`src/rtl/pc_ctrl_pkg.sv`:
```
// Shared types and constants for the fetch-stage PC control unit.
package pc_ctrl_pkg;

  // Sequencer states; any other encoding is treated as illegal and recovers to ST_BOOT.
  typedef enum logic [2:0] {
    ST_BOOT   = 3'd0,
    ST_RUN    = 3'd1,
    ST_STALL  = 3'd2,
    ST_DRAIN  = 3'd3,
    ST_HALTED = 3'd4
  } pc_state_e;

  localparam int                REG_AW = 5;
  localparam logic [REG_AW-1:0] REG_X0 = 5'd0;

endpackage

```
`src/rtl/load_use_detect.sv`:
```
// Load-use hazard compare: a load in EX whose destination feeds either ID source.
// x0 is never a real dependency, so a load targeting x0 never stalls.
module load_use_detect
  import pc_ctrl_pkg::*;
(
  input  logic              ex_mem_read,
  input  logic [REG_AW-1:0] ex_rd,
  input  logic [REG_AW-1:0] id_rs1,
  input  logic [REG_AW-1:0] id_rs2,
  output logic              hazard
);

  // Pure combinational compare, evaluated every cycle.
  always_comb begin
    hazard = ex_mem_read && (ex_rd != REG_X0) &&
             ((ex_rd == id_rs1) || (ex_rd == id_rs2));
  end

endmodule

```
`src/rtl/pc_control_unit.sv`:
```
// Fetch-stage sequencer: drives PC enable/select, IF/ID and ID/EX controls,
// holds a redirect that lands during a memory stall, drains on halt and keeps
// saturating stall/flush statistics.
module pc_control_unit
  import pc_ctrl_pkg::*;
#(
  parameter int               XLEN      = 32,
  parameter logic [XLEN-1:0]  RESET_PC  = '0,
  parameter int               DRAIN_CYC = 4,
  parameter int               CNT_W     = 16
) (
  input  logic              clk,
  input  logic              rst_n,
  input  logic              br_taken,
  input  logic [XLEN-1:0]   br_target,
  input  logic              ex_mem_read,
  input  logic [4:0]        ex_rd,
  input  logic [4:0]        id_rs1,
  input  logic [4:0]        id_rs2,
  input  logic              mem_busy,
  input  logic              halt_req,
  output logic              pc_write,
  output logic              if_flush,
  output logic [XLEN-1:0]   bj_next,
  output logic              if_id_write,
  output logic              if_id_flush,
  output logic              id_ex_bubble,
  output logic              halted,
  output logic [CNT_W-1:0]  stall_cnt,
  output logic [CNT_W-1:0]  flush_cnt,
  output logic [2:0]        dbg_state
);

  localparam int               DW      = (DRAIN_CYC > 1) ? $clog2(DRAIN_CYC) : 1;
  localparam logic [CNT_W-1:0] CNT_MAX = '1;

  pc_state_e         state_q, state_d;
  logic              pend_v_q, pend_v_d;
  logic [XLEN-1:0]   pend_addr_q, pend_addr_d;
  logic [DW-1:0]     drain_q, drain_d;
  logic              halted_q, halted_d;
  logic [CNT_W-1:0]  stall_cnt_q, stall_cnt_d;
  logic [CNT_W-1:0]  flush_cnt_q, flush_cnt_d;

  logic hazard;
  logic capture_pend;
  logic clear_pend;
  logic start_drain;
  logic count_flush;
  logic count_stall;
  logic drain_done;

  load_use_detect u_load_use_detect (
    .ex_mem_read (ex_mem_read),
    .ex_rd       (ex_rd),
    .id_rs1      (id_rs1),
    .id_rs2      (id_rs2),
    .hazard      (hazard)
  );

  // Drain finishes only when the count is exhausted and memory is not pausing it.
  assign drain_done = (state_q == ST_DRAIN) && !mem_busy && (drain_q == '0);

  // State register plus all other registered bookkeeping.
  always_ff @(posedge clk) begin
    if (!rst_n) begin
      state_q     <= ST_BOOT;
      pend_v_q    <= 1'b0;
      pend_addr_q <= '0;
      drain_q     <= '0;
      halted_q    <= 1'b0;
      stall_cnt_q <= '0;
      flush_cnt_q <= '0;
    end else begin
      state_q     <= state_d;
      pend_v_q    <= pend_v_d;
      pend_addr_q <= pend_addr_d;
      drain_q     <= drain_d;
      halted_q    <= halted_d;
      stall_cnt_q <= stall_cnt_d;
      flush_cnt_q <= flush_cnt_d;
    end
  end

  // Next-state logic; RUN rules are prioritised busy > load-use > halt > branch.
  always_comb begin
    state_d = state_q;
    case (state_q)
      ST_BOOT:   state_d = ST_RUN;
      ST_RUN: begin
        if (mem_busy) begin
          if (br_taken) state_d = ST_STALL;
        end else if (!hazard && halt_req) begin
          state_d = ST_DRAIN;
        end
      end
      ST_STALL:  if (!mem_busy) state_d = ST_RUN;
      ST_DRAIN:  if (drain_done) state_d = ST_HALTED;
      ST_HALTED: state_d = ST_HALTED;
      default:   state_d = ST_BOOT;
    endcase
  end

  // Control outputs; reset forces a safe idle pattern regardless of state.
  always_comb begin
    pc_write     = 1'b0;
    if_flush     = 1'b0;
    bj_next      = '0;
    if_id_write  = 1'b0;
    if_id_flush  = 1'b0;
    id_ex_bubble = 1'b1;
    capture_pend = 1'b0;
    clear_pend   = 1'b0;
    start_drain  = 1'b0;
    count_flush  = 1'b0;
    if (rst_n) begin
      case (state_q)
        ST_BOOT: begin
          pc_write    = 1'b1;
          if_flush    = 1'b1;
          bj_next     = RESET_PC;
          if_id_flush = 1'b1;
        end
        ST_RUN: begin
          if (mem_busy) begin
            id_ex_bubble = 1'b0;
            capture_pend = br_taken;
          end else if (hazard) begin
            // Stall with a bubble; any branch is re-resolved next cycle.
          end else if (halt_req) begin
            if_id_flush = 1'b1;
            start_drain = 1'b1;
          end else if (br_taken) begin
            pc_write     = 1'b1;
            if_flush     = 1'b1;
            bj_next      = br_target;
            if_id_flush  = 1'b1;
            id_ex_bubble = 1'b0;
            count_flush  = 1'b1;
          end else begin
            pc_write     = 1'b1;
            if_id_write  = 1'b1;
            id_ex_bubble = 1'b0;
          end
        end
        ST_STALL: begin
          if (mem_busy) begin
            id_ex_bubble = 1'b0;
            capture_pend = br_taken;
          end else if (pend_v_q) begin
            pc_write     = 1'b1;
            if_flush     = 1'b1;
            bj_next      = pend_addr_q;
            if_id_flush  = 1'b1;
            id_ex_bubble = 1'b0;
            clear_pend   = 1'b1;
            count_flush  = 1'b1;
          end else begin
            pc_write     = 1'b1;
            if_id_write  = 1'b1;
            id_ex_bubble = 1'b0;
          end
        end
        ST_DRAIN: begin
          if_id_flush = 1'b1;
        end
        default: begin
          // HALTED and illegal encodings: everything frozen, bubbles into EX.
        end
      endcase
    end
  end

  // Pending redirect, drain countdown, halt flag and saturating statistics.
  always_comb begin
    pend_v_d    = pend_v_q;
    pend_addr_d = pend_addr_q;
    drain_d     = drain_q;
    halted_d    = halted_q | drain_done;
    stall_cnt_d = stall_cnt_q;
    flush_cnt_d = flush_cnt_q;
    count_stall = rst_n && ((state_q == ST_RUN) || (state_q == ST_STALL)) && !pc_write;

    if (capture_pend) begin
      pend_v_d    = 1'b1;
      pend_addr_d = br_target;
    end else if (clear_pend) begin
      pend_v_d    = 1'b0;
    end

    if (start_drain) begin
      drain_d = DW'(DRAIN_CYC - 1);
    end else if ((state_q == ST_DRAIN) && !mem_busy && (drain_q != '0)) begin
      drain_d = drain_q - 1'b1;
    end

    if (count_stall && (stall_cnt_q != CNT_MAX)) stall_cnt_d = stall_cnt_q + 1'b1;
    if (count_flush && (flush_cnt_q != CNT_MAX)) flush_cnt_d = flush_cnt_q + 1'b1;
  end

  assign halted    = halted_q;
  assign stall_cnt = stall_cnt_q;
  assign flush_cnt = flush_cnt_q;
  assign dbg_state = state_q;

endmodule

```
`config.mk`:
```
export PLATFORM = sky130hd
export DESIGN_NAME = pc_control_unit
export DESIGN_NICKNAME = d
export VERILOG_FILES = /design/src/rtl/pc_ctrl_pkg.sv /design/src/rtl/load_use_detect.sv /design/src/rtl/pc_control_unit.sv
export SDC_FILE = /design/constraint.sdc
export NUM_CORES = 1
export LEC_CHECK = 0
export ABC_AREA = 1
export ABC_CLOCK_PERIOD_IN_PS = 3900
export CAP_MARGIN = 20
export CORE_UTILIZATION = 51
export DETAILED_ROUTE_END_ITERATION = 8
export GPL_TIMING_DRIVEN = 0
export PLACE_DENSITY_LB_ADDON = 0.25
export SLEW_MARGIN = 25
export SYNTH_ARGS = -nofsm -noshare
export SYNTH_HDL_FRONTEND = slang
export SYNTH_SLANG_ARGS = --single-unit
```
`constraint.sdc`:
```
create_clock -name clk -period 3.9 [get_ports clk]
set_input_delay 0.78 -clock clk [delete_from_list [all_inputs] [get_ports clk]]
set_output_delay 0.78 -clock clk [all_outputs]
set_load 0.02 [all_outputs]
```
# [Word level (Yosys, flattened, before mapping)]
# Cells that the tools add are included.
[word_totals] inputBits=53 word_cells=108 output_inout_bits=73 ff_bits=71
[classes] add_sub_neg=3 n_eq_ne=12 n_mux=61 n_reduce_logical=24 bitwise=1
[op_table] operator="$mux W32" count=7
[op_table] operator="$pmux W32 S2" count=1
[op_table] operator="$mux W1" count=39
[op_table] operator="$add A16 B1 Y16 const B" count=2
[op_table] operator="$ne A16 B16 Y1 const B" count=2
[op_table] operator="$mux W3" count=5
[op_table] operator="$pmux W3 S5" count=1
[op_table] operator="$eq A5 B5 Y1" count=2
[op_table] operator="$logic_and A1 B1 Y1" count=10
[op_table] operator="$pmux W1 S3" count=3
[op_table] operator="$eq A3 B2 Y1 const B" count=2
[op_table] operator="$ne A3 B3 Y1 const B" count=2
[op_table] operator="$pmux W1 S2" count=3
[op_table] operator="$reduce_bool A2 Y1" count=3
[op_table] operator="$reduce_bool A5 Y1" count=1
[op_table] operator="$mux W2" count=2
[op_table] operator="$ne A2 B2 Y1 const B" count=2
[op_table] operator="$reduce_and A4 Y1" count=1
[op_table] operator="$reduce_or A2 Y1" count=2
[op_table] operator="$eq A3 B1 Y1 const B" count=1
[op_table] operator="$eq A3 B3 Y1 const B" count=1
[op_table] operator="$logic_not A1 Y1" count=3
[op_table] operator="$logic_not A3 Y1" count=1
[op_table] operator="$logic_not A2 Y1" count=1
[op_table] operator="3 further kinds" count=4

# [Depth between registers and ports, before layout]
# Gate-level depths: netlist of the first run.
[logic_depth] ltp_word=10 mapped_depth=14

# [Cells and area by module]
# From an unflattened synthesis of the first run, not the netlist that was laid out.
[unflattened] cells_unflattened=643 hier_area_um2=4241.6
[modules_own_cells] mod="pc_control_unit" seq_area_each_um2=1421.4 cells_each=598 area_each_um2=4046.4 instances=1
[modules_own_cells] mod="load_use_detect" seq_area_each_um2=0.0 cells_each=45 area_each_um2=195.2 instances=1

# [Worst setup path before layout of the first run]
# OpenSTA, ideal clock, no wires.
[synth_path] path_kind="input port to output port" startpoint="input port ex_rd[3]" endpoint="output port bj_next[10]" t_arrival_ps=1981 cell_stages=10 setup_slack_ps=1139 path_buffers=1 cell_sequence="nor3_1 -> nand3_1 -> nand2_1 -> inv_1 -> nand2_2 -> nand4_2 -> inv_2 -> buf_2 -> nand2_1 -> a21oi_1"
[synth_between] elab_chain_cells=7
[synth_rtl] element="start: declaration" line_no="pc_control_unit.sv:17" source="input logic [4:0] ex_rd,"
[synth_rtl] element="$eq A5 B5 Y1 or $reduce_bool A5 Y1 (tied branches)" line_no="load_use_detect.sv:16, load_use_detect.sv:15"
[synth_rtl] element="$logic_or A1 B1 Y1 or $logic_and A1 B1 Y1 (tied branches)" line_no="load_use_detect.sv:16, load_use_detect.sv:15"
[synth_rtl] element="$logic_and A1 B1 Y1 (*)" line_no="load_use_detect.sv:15" source="hazard = ex_mem_read && (ex_rd != REG_X0) &&"
[synth_rtl] element="$mux W32 (*)" line_no="pc_control_unit.sv:128" source="end else if (hazard) begin"
[synth_rtl] element="$mux W32 (*)" line_no="pc_control_unit.sv:125" source="if (mem_busy) begin"
[synth_rtl] element="$pmux W32 S2 (*)" line_no="pc_control_unit.sv:117" source="case (state_q)"
[synth_rtl] element="$mux W32 (*)" line_no="pc_control_unit.sv:116" source="if (rst_n) begin"
[synth_rtl] element="end: declaration" line_no="pc_control_unit.sv:24" source="output logic [XLEN-1:0] bj_next,"
# Mark *: on every way between the ends. The rest lies on a longest branch, timed or not.

# [Worst setup path after layout of the first run]
[layout_path] startpoint="input port ex_rd[3]" endpoint="output port bj_next[0]"
# The elaborated chain is that of the path after synthesis.

==> flow_summary.toml, run 1 <==
[routing]
drc = 0
first_pass_iters = 5
drt_iter0_drc = 328
routedWlPerCell_um = 13.5
drtAntennaViolNets = 0
routed_wl_mm = 11.8
route.vias.total = 4687
vias_per_cell = 5.34

[die]
fp.dieW_um = 92.5
initial_core_util_pct = 53.5
dieArea_um2 = 8560
die_y_um = 92.5
core-area_um2 = 7810
rows = 32
io-pin-count = 126

[synthesis]
ys_warn_count = 0
ys_types = 37
syn_nets = 691
ys_ff_latch = 71
synth_area_per_cell_um2 = 6.58
synth_edf_count = 0
async_flop_share_pct = 0
yosysSeqAreaShare_pct = 34.0
synth_flop_cell = "dfxtp_1"
synth_area_um2 = 4180
syn_inst = 635

[pwr]
power_density_nw_per_um2 = 352
power_mw = 2.03
ir_drop_mv = 0.238
p_leak_nw = 2.27

[sta]
rsz0062_at_grt = "no"
setup_viol = 0
skew_ps = 11.0
tightest_slew_ps = 684
fmax_mhz = 272
hold_viol_final = 0
worst_slack_ps = 221
relSlewSlack_pct = 54.4
period_share_pct = 94.3
post-route-min-period_ps = 3680
holdWs_ps = 476
slew_violations = 0

[setup_path]
critPathArrivalTime_ps = 2900
r2r-end = "flush_cnt[9]"
r2r_cells = 11
crit_path_max_fanout = 5
worstPathRequired_ps = 3120
start_kind = "primary input"
critical_path_class = "primary input to output port"
critPathCaptureType = "output port"
rr_startpoint = "flush_cnt[0]"
r2r_slack_ps = 1810

[worst_hold_path]
worstHoldStart = "pend_addr_q[22]"
hold_path_depth = 2
hold_class = "register to register"
hold_end = "pend_addr_q[22]"

[clock_tree]
clock-sinks = 71
postCtsHoldBufs = 0
cts_root_buf = "clkbuf_8"
numCtsBuffers = 9
tritoncts = "built"
clk_latency_ps = 350
cts_buffer_depth = 2
clk_pin_slew_ps = 70
cts_max_level = 3

[cells_and_area]
num-nets-final = 826
fillCellCount = 664
n_antenna_cell = 0
design_area_um2 = 5760
drive_above_1_share_pct = 8.52
finalCoreUtilization_pct = 73.8
area_growth_pct = 37.8

[grt]
grt_usage_pct = 28.1
antenna_found_initial = 0
grt_pass1_wl_mm = 19.7
overflow = 0
grt_pass1_vias = 4392
grt_max_degree = 13

[placed_design]
io_buffer_count = 124
gp_congestion = 0.914
placed_area_um2 = 5550
hpwl_mm = 8.73
post-place-ws_ps = -59.9

[outcome]
status = "finished clean"

[job]
max_cap_violations = 0
-- layer usage --
layer | part of all wire (%) | global-route usage (%) | routed length [um]
met5 | 0 | 0 | 0
met4 | 1.2 | 8.33 | 145
met3 | 6.4 | 4.68 | 753
met2 | 50 | 49.8 | 5860
met1 | 43 | 34.6 | 5060
-- Yosys cell counts (2+ instances only) --
cell,number,share of area [%]
nand2_1,216,19
dfxtp_1,71,34
a21oi_1,59,7.1
inv_1,49,4.4
o21ai_0,37,4.4
nand4_1,33,4.9
nor2_1,29,2.6
xor2_1,23,4.8
nand3_1,18,2.2
clkbuf_1,17,1.5
a21oi_2,10,2.1
buf_2,10,1.2
inv_2,7,0.63
nand2_2,7,1.0
nor3_1,7,0.84
xnor2_1,7,1.5
nor4_1,5,0.75
buf_1,4,0.36
nor2_2,4,0.60
ha_1,3,0.90
nand3_2,2,0.48
o22ai_1,2,0.30
-- metrics by stage --
| step | TNS, ps | cells |
|---|---|---|
| 3_3_place_gp | -71.8 | 861 |
| 3_5_place_dp | -510 | 861 |
| 6_report | 0 | 877 |
| 2_1_floorplan | 0 | 635 |
| 4_1_cts | 0 | 877 |
| 5_1_grt | 0 | 877 |
-- state kept, by name (all words and copies together) (netlist names) --
name	count
pend_addr_q	32
flush_cnt	16
stall_cnt	16
dbg_state	3
drain_q	2
halted	1
pend_v_q	1
-- cell families (layout without fill, tap and decap cells) --
| group | count (synthesis) | in the layout | share of synthesized area (%) |
|---|---|---|---|
| xor gates and xnor gates | 30 | 30 | 6.29 |
| DFF | 71 | 71 | 34.0 |
| and+or+nand+nor | 328 | 328 | 35.0 |
| buffers and inverters | 89 | 229 | 8.56 |
| adders and majority gates | 3 | 3 | 0.898 |
| AOI/OAI and AO/OA | 114 | 114 | 15.3 |
-- cell type report --
class	instances	area (um2)	area share [%]
Tap cell	102	128	2.22
Multi-Input combinational cell	475	2400	41.7
Clock inverter	4	76.3	1.32
Clock buffer	12	165	2.87
Inverter	56	210	3.65
Buffer	33	148	2.56
Sequential cell	71	1420	24.7
Timing Repair Buffer	124	1210	21.0
-- cell usage in the layout, fill, tap and decap left out, drive strengths merged --
master         instances
clkbuf                29
clkinvlp               1
a41oi                  1
nor4                   6
o21ai                 38
clkdlybuf4s50         91
clkinv                 1
nand3                 20
nand4                 35
bufinv                 2
inv                   56
nor3                   9
a31o                   1
dlymetal6s2s           3
dfxtp                 71
a31oi                  2
nand3b                 1
o22ai                  2
xnor2                  7
a21oi                 69
xor2                  23
dlygate4sd2           30
buf                   16
o211ai                 1
ha                     3
nor2                  34
nand2                223
-- what timing repair did --
item,CTS,global route
buffers inserted,0,0
hold endpoints to repair,0,0
gates resized for setup,30,3
setup endpoints to repair,30,3
-- where the power goes --
group | internal, mW | switching (mW)
logic | 0.191 | 0.329
registers | 0.775 | 0.0397
clock network | 0.414 | 0.281
total | 1.38 | 0.650
-- worst max-delay path, stage by stage --
cell and delay, ps:
clkdlybuf4s50_1 480, nor3_1 230, nand3_1 90, nand2_1 70, inv_1 50, nand2_2 90
nand4_2 140, inv_2 140, nand2_1 60, a21oi_1 120, clkdlybuf4s50_1 640
-- how the worst max path moves through the flow --
stage | startpoint | cells past startpoint | endpoint | slack (ps)
floorplan | ex_rd[3] | 10 | bj_next[10] | 1140
global placement | ex_rd[3] | 12 | bj_next[25] | -20
detailed placement | ex_rd[3] | 12 | bj_next[3] | -60
CTS | ex_rd[3] | 12 | pc_write | 30
global route | ex_rd[3] | 12 | bj_next[30] | 20
finish | ex_rd[3] | 11 | bj_next[0] | 220
(Power assumes the default switching activity.)
==> run 2: changes to the inputs <==
Settings changed: ABC_CLOCK_PERIOD_IN_PS 3900 to 3300, CORE_UTILIZATION 51 to 43.
Clock period 3.9 ns to 3.3 ns, I/O delays scaled along.
==> run 2 against run 1 <==
Net effect: clock skew about the same; register-to-register slack lost 590 ps; wire length increased by 3.4%; first-iteration DRC count down 27%; sequential share of layout area rose by 0.43 points; final cell count is 3.0% higher; sequential power increased by 18%; final area down 1.7%; worst hold slack worse by 12 ps; largest power group unchanged; highest routed layer unchanged.
==> flow_summary.toml, run 2 (same netlist as run 1, synthesis figures left out) <==
[outcome]
status = "finished clean"

[grt]
grt_pass1_wl_mm = 19.8
grt_usage_pct = 24.3
antenna_found_initial = 0
grt_max_degree = 12
overflow = 0
grt_pass1_vias = 4426

[cells_and_area]
drive_above_1_share_pct = 12.7
fillCellCount = 883
layout_commonest_cell = "nand2_1"
final_cell_mix = "nand2_1, clkdlybuf4s50_1, dfxtp_1, a21oi_1, inv_1"
n_antenna_cell = 0
finalCoreUtilization_pct = 60.7
largest_reg_flops = 32
largest_register = "pend_addr_q"
num-nets-final = 826
area_growth_pct = 35.5

[clock_tree]
cts_max_level = 3
clk_pin_slew_ps = 70
cts_root_buf = "clkbuf_8"
tritoncts = "built"
postCtsHoldBufs = 0
clock-sinks = 71
numCtsBuffers = 9
clk_latency_ps = 350
cts_buffer_depth = 2

[routing]
routed_wl_mm = 12.2
route.vias.total = 4689
vias_per_cell = 5.19
drtAntennaViolNets = 0
drt_iter0_drc = 239
routedWlPerCell_um = 13.5
drc = 0
first_pass_iters = 5

[setup_path]
start_kind = "primary input"
crit_path_max_fanout = 10
critPathCaptureType = "output port"
critical_path_class = "primary input to output port"
critPathArrivalTime_ps = 2530
worstPathRequired_ps = 2640

[die]
die_y_um = 101
io-pin-count = 126
dieArea_um2 = 10100
initial_core_util_pct = 44.8
rows = 35
fp.dieW_um = 101
core-area_um2 = 9330

[pwr]
power_mw = 2.24
p_leak_nw = 2.17
ir_drop_mv = 0.228
power_density_nw_per_um2 = 396

[sta]
fmax_mhz = 313
period_share_pct = 96.7
relSlewSlack_pct = 58.7
holdWs_ps = 465
setup_viol = 0
hold_viol_final = 0
tightest_slew_ps = 620
post-route-min-period_ps = 3190
slew_violations = 0
skew_ps = 11.0
rsz0062_at_grt = "yes"

[job]
max_cap_violations = 0

[worst_hold_path]
hold_class = "register to register"

[placed_design]
io_buffer_count = 124
hpwl_mm = 8.97
gp_congestion = 0.937
## run 2: cell types whose count changed in the layout (fill, tap and decap cells not counted), sizes merged
| cell | delta |
|---|---|
| clkbuf | +2 |
| clkinv | +1 |
| clkdlybuf4s50 | -6 |
| dlygate4sd2 | -26 |
| buf | +29 |
| bufinv | -1 |
## run 2: per-layer routing
metal  GRT usage, %  part of all wire, %
met5              0                    0
met4           6.02                  1.6
met3           5.13                  5.4
met2           43.2                   49
met1           29.9                   44
## run 2: layout make-up
type	instances	area, um2	share of cell area [%]
Tap cell	129	161	2.85
Timing Repair Buffer	124	1110	19.6
Multi-Input combinational cell	475	2420	42.7
Clock buffer	11	131	2.32
Buffer	33	161	2.85
Inverter	56	210	3.71
Clock inverter	4	47.5	0.840
Sequential cell	71	1420	25.1
## run 2: path summary, 6_finish.rpt
kind	cells after the start	endpoint	start	slack [ps]
worst max-delay path	14	bj_next[12]	ex_rd[2]	110
worst min-delay path	2	halted	halted	460
worst max register to register	11	flush_cnt[10]	flush_cnt[0]	1220
worst min register to register	2	halted	halted	460
## run 2: timing repair
| item | CTS | global route |
|---|---|---|
| gates resized for setup | 92 | 60 |
| gates cloned | 0 | 0 |
| buffers inserted | 0 | 0 |
| setup endpoints to repair | 37 | 34 |
| pin swaps | 0 | 0 |
## run 2: worst max-delay path: stages
cell and delay (ps):
clkdlybuf4s50_1 480, inv_1 110, nand2_1 50, nand2_1 60, nor2_1 50, nand3_1 70
nand2_1 70, nand2_2 100, nand4_2 140, inv_2 150, buf_4 190, nand2_1 70
a21oi_1 150, buf_2 200
## run 2: per-stage QoR
step                setup slack [ps]  area [um2]  cells  TNS, ps
finish                           109        5660    903        0
global route                   -15.1        5660    903    -20.3
CTS                            -13.2        5800    903    -25.5
detailed placement              -433        5580    888   -12310
global placement                -391        5580    888   -11080
floorplan                        779        4180    635        0
## run 2: report_power, final
| group | switching (mW) | total [mW] | leakage [nW] | internal (mW) |
|---|---|---|---|---|
| Clock | 0.319 | 0.663 | 0.0892 | 0.343 |
| Combinational | 0.401 | 0.621 | 1.50 | 0.220 |
| Sequential | 0.0434 | 0.960 | 0.575 | 0.916 |
| Total | 0.764 | 2.24 | 2.17 | 1.48 |
==> run 3: changes to the inputs <==
Settings changed: HOLD_SLACK_MARGIN set to 0.02.
==> results of run 3 <==
Same layout as run 2: the final DEF is identical, and so are final timing and power.
